===== src/rtl/ps2_dir_decoder.sv =====
`default_nettype none
// ============================================================================
// Module      : ps2_dir_decoder
// Description : PS/2 device-to-host receiver with arrow/WASD direction decode.
// Revision    : 1.0 - initial release
// ============================================================================
module ps2_dir_decoder #(
    parameter int TIMEOUT_CYCLES = 100000,
    parameter int TW             = 17
) (
    input  logic       clk,
    input  logic       reset,
    input  logic       PS2_CLK,
    input  logic       PS2_DAT,
    output logic [7:0] code,
    output logic       code_valid,
    output logic       frame_err,
    output logic       left,
    output logic       right,
    output logic       up,
    output logic       down,
    output logic [1:0] dir,
    output logic       dir_valid
);

    localparam logic [TW-1:0] c_TIMEOUT = TW'(TIMEOUT_CYCLES);

    typedef enum logic [1:0] {
        S_IDLE   = 2'd0,
        S_DATA   = 2'd1,
        S_PARITY = 2'd2,
        S_STOP   = 2'd3
    } state_t;

    state_t        r_state, w_state_nxt;
    logic [1:0]    r_clk_sync, r_dat_sync;
    logic          r_clk_prev;
    logic [2:0]    r_bitcnt;
    logic [7:0]    r_sh;
    logic          r_par;
    logic [TW-1:0] r_to;
    logic [7:0]    r_code;
    logic          r_code_valid, r_frame_err;
    logic          r_ext, r_brk;
    logic [7:0]    r_held;
    logic [1:0]    r_dir;
    logic          r_dir_valid;

    logic          w_fall, w_dat, w_timeout, w_good, w_bad;
    logic          w_hit;
    logic [1:0]    w_key_dir;

    assign w_fall    = r_clk_prev & ~r_clk_sync[1];
    assign w_dat     = r_dat_sync[1];
    assign w_timeout = (r_state != S_IDLE) && (r_to == c_TIMEOUT);

    // Both pins idle high, so the synchronisers reset to 1 to avoid a fake edge.
    always_ff @(posedge clk or posedge reset) begin
        if (reset) begin
            r_clk_sync <= 2'b11;
            r_dat_sync <= 2'b11;
            r_clk_prev <= 1'b1;
        end else begin
            r_clk_sync <= {r_clk_sync[0], PS2_CLK};
            r_dat_sync <= {r_dat_sync[0], PS2_DAT};
            r_clk_prev <= r_clk_sync[1];
        end
    end

    always_ff @(posedge clk or posedge reset) begin
        if (reset) r_state <= S_IDLE;
        else       r_state <= w_state_nxt;
    end

    always_comb begin
        w_state_nxt = r_state;
        w_good      = 1'b0;
        w_bad       = 1'b0;
        if (w_timeout) begin
            w_state_nxt = S_IDLE;
            w_bad       = 1'b1;
        end else if (w_fall) begin
            case (r_state)
                S_IDLE:   if (!w_dat) w_state_nxt = S_DATA;
                S_DATA:   if (r_bitcnt == 3'd7) w_state_nxt = S_PARITY;
                S_PARITY: w_state_nxt = S_STOP;
                S_STOP: begin
                    w_state_nxt = S_IDLE;
                    if (w_dat && ((^r_sh) ^ r_par)) w_good = 1'b1;
                    else                            w_bad  = 1'b1;
                end
                default:  w_state_nxt = S_IDLE;
            endcase
        end
    end

    always_ff @(posedge clk or posedge reset) begin
        if (reset) begin
            r_bitcnt     <= 3'd0;
            r_sh         <= 8'd0;
            r_par        <= 1'b0;
            r_to         <= '0;
            r_code       <= 8'd0;
            r_code_valid <= 1'b0;
            r_frame_err  <= 1'b0;
        end else begin
            r_code_valid <= w_good;
            r_frame_err  <= w_bad;
            if (w_good) r_code <= r_sh;

            if (r_state == S_IDLE || w_fall) r_to <= '0;
            else                             r_to <= r_to + 1'b1;

            if (w_fall && !w_timeout) begin
                case (r_state)
                    S_IDLE:   r_bitcnt <= 3'd0;
                    S_DATA: begin
                        r_sh     <= {w_dat, r_sh[7:1]};
                        r_bitcnt <= r_bitcnt + 3'd1;
                    end
                    S_PARITY: r_par <= w_dat;
                    default:  ;
                endcase
            end
        end
    end

    // Held-bit index is {~ext, dir}: arrows occupy 0..3, WASD occupy 4..7.
    always_comb begin
        w_hit     = 1'b0;
        w_key_dir = 2'd0;
        if (r_ext) begin
            case (r_code)
                8'h6B: begin w_hit = 1'b1; w_key_dir = 2'd0; end
                8'h74: begin w_hit = 1'b1; w_key_dir = 2'd1; end
                8'h75: begin w_hit = 1'b1; w_key_dir = 2'd2; end
                8'h72: begin w_hit = 1'b1; w_key_dir = 2'd3; end
                default: ;
            endcase
        end else begin
            case (r_code)
                8'h1C: begin w_hit = 1'b1; w_key_dir = 2'd0; end
                8'h23: begin w_hit = 1'b1; w_key_dir = 2'd1; end
                8'h1D: begin w_hit = 1'b1; w_key_dir = 2'd2; end
                8'h1B: begin w_hit = 1'b1; w_key_dir = 2'd3; end
                default: ;
            endcase
        end
    end

    always_ff @(posedge clk or posedge reset) begin
        if (reset) begin
            r_ext       <= 1'b0;
            r_brk       <= 1'b0;
            r_held      <= 8'd0;
            r_dir       <= 2'd1;
            r_dir_valid <= 1'b0;
        end else begin
            r_dir_valid <= 1'b0;
            if (r_code_valid) begin
                if (r_code == 8'hE0) begin
                    r_ext <= 1'b1;
                end else if (r_code == 8'hF0) begin
                    r_brk <= 1'b1;
                end else begin
                    r_ext <= 1'b0;
                    r_brk <= 1'b0;
                    if (w_hit) begin
                        r_held[{~r_ext, w_key_dir}] <= ~r_brk;
                        if (!r_brk) begin
                            r_dir       <= w_key_dir;
                            r_dir_valid <= 1'b1;
                        end
                    end
                end
            end
        end
    end

    assign code       = r_code;
    assign code_valid = r_code_valid;
    assign frame_err  = r_frame_err;
    assign left       = r_held[0] | r_held[4];
    assign right      = r_held[1] | r_held[5];
    assign up         = r_held[2] | r_held[6];
    assign down       = r_held[3] | r_held[7];
    assign dir        = r_dir;
    assign dir_valid  = r_dir_valid;

endmodule
`default_nettype wire

===== config.mk =====
export PLATFORM = sky130hd
export DESIGN_NAME = ps2_dir_decoder
export DESIGN_NICKNAME = d
export VERILOG_FILES = /design/src/rtl/ps2_dir_decoder.sv
export SDC_FILE = /design/constraint.sdc
export NUM_CORES = 1
export LEC_CHECK = 0
export BUFFER_PORTS_ARGS = -buffer_cell sky130_fd_sc_hd__clkbuf_2
export CAP_MARGIN = 20
export CORE_MARGIN = 5
export CORE_UTILIZATION = 50
export CTS_CLUSTER_DIAMETER = 50
export DETAILED_ROUTE_END_ITERATION = 10
export PLACE_DENSITY = 0.67
export SLEW_MARGIN = 20
export SYNTH_ARGS = -nofsm -noshare
export SYNTH_HDL_FRONTEND = slang
export SYNTH_SLANG_ARGS = --single-unit
export TNS_END_PERCENT = 10

===== constraint.sdc =====
create_clock -name clk -period 3.83 [get_ports clk]
set_input_delay 0.1915 -clock clk [delete_from_list [all_inputs] [get_ports clk]]
set_output_delay 0.1915 -clock clk [all_outputs]
set_load 0.1 [all_outputs]

==> impl_metrics.prom <==
# TYPE chip_impl_metric gauge
chip_impl_metric{name="clkLatencyLatePin",unit="ns"} 0.33
chip_impl_info{name="regToRegEndpoint",value="r_sh[3]$_DFFE_PP0P_"} 1
chip_impl_metric{name="flow.area_growth_from_synthesis",unit="%"} 13.4
chip_impl_metric{name="rows",unit=""} 27
chip_impl_metric{name="non_filler_cells_final",unit=""} 367
chip_impl_info{name="crit_path_top_delay_cell",value="sky130_fd_sc_hd__and3_1"} 1
chip_impl_metric{name="cellPowerDensity",unit="nW/um2"} 593
chip_impl_metric{name="clock_sinks",unit=""} 59
chip_impl_info{name="type_of_the_worst_setup_path",value="register to register"} 1
chip_impl_metric{name="distinct_cells_synth",unit=""} 48
chip_impl_info{name="grt_setup_unrepaired",value="false"} 1
chip_impl_metric{name="synth.ff_latch_count",unit=""} 59
chip_impl_info{name="setup.worst_path.start",value="r_state[0]$_DFFE_PP0P_"} 1
chip_impl_metric{name="drcViolationCount",unit=""} 0
chip_impl_info{name="cts.root.buffer_cell",value="sky130_fd_sc_hd__clkbuf_8"} 1
chip_impl_metric{name="antenna_cells_inserted",unit=""} 0
chip_impl_metric{name="timing.slew.headroom",unit="%"} 60.0
chip_impl_info{name="cp-end-kind",value="register"} 1
chip_impl_info{name="mostFrequentLayoutCell",value="sky130_fd_sc_hd__dfrtp_1"} 1
chip_impl_metric{name="initial_core_util",unit="%"} 52.1
chip_impl_metric{name="setup_viol_count_final",unit=""} 0
chip_impl_metric{name="finalHoldViolations",unit=""} 0
chip_impl_metric{name="post_cts_hold_buffer_count",unit=""} 3
chip_impl_metric{name="ctsResizeCount",unit=""} 0
chip_impl_metric{name="routabilityCongestion",unit=""} 0.782
chip_impl_metric{name="reg2reg_depth",unit=""} 7
chip_impl_metric{name="setup_slack",unit="ns"} 1.56
chip_impl_metric{name="final_number_of_max_transition_violations",unit=""} 0
chip_impl_metric{name="synth_sequential_area_ratio",unit="%"} 51.1
chip_impl_metric{name="multiInputGateArea",unit="um2"} 1320
chip_impl_metric{name="wl_per_cell",unit="um"} 14.6
chip_impl_metric{name="ir_drop",unit="V"} 0.000346
chip_impl_metric{name="fp.dieArea",unit="um2"} 7430
chip_impl_metric{name="boundaryPins",unit=""} 21
chip_impl_metric{name="drtAntennaViolNets",unit=""} 0
chip_impl_metric{name="synth_edf_count",unit=""} 0
chip_impl_metric{name="grt_pass1_vias",unit=""} 2048
chip_impl_metric{name="worst_path_largest_cell_delay",unit="ns"} 0.44
chip_impl_metric{name="numCtsBuffers",unit=""} 9
chip_impl_metric{name="synth_async_sr_flop_share",unit="%"} 100
chip_impl_info{name="outcome",value="complete, no violations"} 1
chip_impl_metric{name="post_synth_instance_area",unit="um2"} 2900
chip_impl_metric{name="h-tree-depth",unit=""} 3
chip_impl_metric{name="crit_required",unit="ns"} 4.05
chip_impl_metric{name="grt_remaining_overflow",unit=""} 0
chip_impl_info{name="critical_path_launch_point_type",value="register"} 1
chip_impl_metric{name="numPlacedInstances",unit=""} 348
chip_impl_metric{name="cts_buffer_depth",unit=""} 2
chip_impl_metric{name="timing.critical_path.arrival",unit="ns"} 2.49
chip_impl_metric{name="register_area",unit="um2"} 1480
chip_impl_metric{name="fin_tns_setup",unit="ns"} 0
chip_impl_metric{name="core_box_area",unit="um2"} 5570
chip_impl_metric{name="achievable_freq",unit="MHz"} 440
chip_impl_info{name="synth-main-ff-cell",value="sky130_fd_sc_hd__dfrtp_1"} 1
chip_impl_metric{name="synth.yosys.warnings",unit=""} 0
chip_impl_info{name="crit_path_end",value="r_sh[3]$_DFFE_PP0P_"} 1
chip_impl_metric{name="die_h",unit="um"} 86.2
chip_impl_metric{name="worst-r2r-setup-slack",unit="ns"} 1.56
chip_impl_metric{name="fin_crit",unit="ns"} 2.27
chip_impl_metric{name="globalRouteTotalUtil",unit="%"} 16.2
chip_impl_metric{name="skew",unit="ns"} 0.00811
chip_impl_info{name="crit_path_cell_trace",value="inv_1 > ha_1 > nand4bb_1 > nor3_1 > nand4_1 > and3_1 > mux2_1"} 1
chip_impl_metric{name="grt_start_max_net_pins",unit=""} 31
chip_impl_info{name="worstReg2RegStart",value="r_state[0]$_DFFE_PP0P_"} 1
chip_impl_metric{name="postCtsSetupRepairBufs",unit=""} 0
chip_impl_metric{name="first_pass_grt_wire_length",unit="um"} 9490
chip_impl_metric{name="post_route_cells_drive_above_1_share",unit="%"} 19.0
chip_impl_metric{name="crit_fanout",unit=""} 9
chip_impl_metric{name="synthesis.instances",unit=""} 262
chip_impl_info{name="cts_tree",value="yes"} 1
chip_impl_metric{name="worst_pin_slew",unit="ns"} 0.599
chip_impl_metric{name="postSynthAreaPerCell",unit="um2"} 11.1
chip_impl_metric{name="p_leak",unit="nW"} 1.55
chip_impl_metric{name="hpwlAfterDp",unit="um"} 3770
chip_impl_metric{name="dpl_worst_slack",unit="ns"} 1.57
chip_impl_metric{name="drt_pre_antenna_iters",unit=""} 4
chip_impl_metric{name="final_min_period_over_clock_period",unit="%"} 59.4
chip_impl_metric{name="totalWireLength",unit="um"} 5360
chip_impl_info{name="layout_common_cells",value="sky130_fd_sc_hd__dfrtp_1, sky130_fd_sc_hd__nor2_1, sky130_fd_sc_hd__clkbuf_2, sky130_fd_sc_hd__inv_1, sky130_fd_sc_hd__mux2_1"} 1
chip_impl_metric{name="dr.first_iter.drc_count",unit=""} 45
chip_impl_metric{name="path_clk_slew",unit="ns"} 0.06
chip_impl_metric{name="cap_viol_max_count",unit=""} 0
chip_impl_metric{name="die_w",unit="um"} 86.2
chip_impl_metric{name="postSynthNetCount",unit=""} 275
chip_impl_metric{name="num-fill-cells",unit=""} 490
chip_impl_metric{name="count_of_vias_placed_by_the_detailed_router",unit=""} 1959
chip_impl_metric{name="grt_antenna_before_repair",unit=""} 0
chip_impl_metric{name="viasPerCell",unit=""} 5.34
chip_impl_metric{name="port_buffers",unit=""} 20
chip_impl_metric{name="nNetsFinal",unit=""} 303
chip_impl_info{name="hp-class",value="register to register"} 1
-- logic make-up (layout without fill, tap and decap cells) --
group	count (synthesis)	count (layout)	synth area share, %
AO/OA/AOI/OAI	29	29	6.85
buffers and inverters	26	59	3.49
XOR/XNOR	22	22	7.11
flip-flops	59	59	51.1
multiplexers	26	26	10.1
AND/OR/NAND/NOR	91	91	17.5
adder cells (fa/ha/maj)	9	9	3.88
-- worst max-delay path: cells and delay by family (launching register included) --
kind	cells	cell delay, ns
and+or+nand+nor	4	1.10
DFF	1	0.37
muxes	1	0.36
adders and majority gates	1	0.23
buffers and inverters	1	0.10
-- stage by stage --
| step | instance area [um2] | hold WS, ns | power [mW] | util [%] |
|---|---|---|---|---|
| global placement | 3080 | 0.278 | 1.40 | 55.2 |
| detailed placement | 3080 | 0.280 | 1.43 | 55.2 |
| finish | 3290 | 0.355 | 1.95 | 59.1 |
| floorplan | 2900 | 0.196 | 1.30 | - |
| CTS | 3290 | 0.356 | 1.98 | 59.1 |
| global route | 3290 | 0.362 | 2.07 | 59.1 |
-- synthesized netlist by cell type (all sizes together), types with 6 or more instances --
library cell,instances,area (um2)
xor2,11,96.3
a21oi,6,30.0
dfrtp,53,1330
nand2,13,48.8
xnor2,10,87.6
o21ai,9,45.0
mux2,20,233
inv,18,67.6
nand4,8,50.1
nor2,22,82.6
nand3,12,60.1
dfstp,6,158
mux2i,6,60.1
ha,9,113
nor3,6,30.0
-- registers in the layout, indices dropped and copies added (netlist names) --
name,count
code_valid,1
dir_valid,1
code,8
r_ext,1
r_brk,1
r_bitcnt,3
r_to,17
frame_err,1
r_dat_sync,2
dir,2
r_state,2
r_sh,8
r_par,1
r_held,8
r_clk_sync,2
r_clk_prev,1
-- how the worst min path moves through the flow --
stage | start | depth (start not counted) | slack [ns] | end
after detailed placement | reset | 2 | 0.28 | r_held[5]$_DFFE_PP0P_
final | r_dat_sync[0]$_DFF_PP1_ | 0 | 0.35 | r_dat_sync[1]$_DFF_PP1_
after floorplan | PS2_CLK | 0 | 0.20 | r_clk_sync[0]$_DFF_PP1_
after global placement | reset | 2 | 0.28 | r_held[5]$_DFFE_PP0P_
after global routing | r_dat_sync[0]$_DFF_PP1_ | 0 | 0.36 | r_dat_sync[1]$_DFF_PP1_
after CTS | r_dat_sync[0]$_DFF_PP1_ | 0 | 0.36 | r_dat_sync[1]$_DFF_PP1_
-- area by class of cell --
cell class,count,share of cell area (%)
inverter,18,2.05
timing repair buffer,25,4.41
clock inverter,3,1.22
tap,72,2.73
multi-input combinational,177,40.0
sequential,59,45.0
clock buffer,13,4.52
-- routing by layer --
layer | up-vias | track usage, % | wire [um]
met5 | - | 0 | 0
met4 | 0 | 7.93 | 139
met3 | 12 | 3.80 | 215
met2 | 31 | 26.0 | 2550
met1 | 947 | 20.6 | 2450
li1 | 969 | - | -
-- where the power goes --
group / switching, mW / internal (mW) / leakage [nW]
clock: 0.228 / 0.317 / 0.0974
sequential: 0.111 / 0.718 / 0.787
combinational: 0.351 / 0.228 / 0.667
total: 0.690 / 1.26 / 1.55
Power figures use the tool's default switching activity.
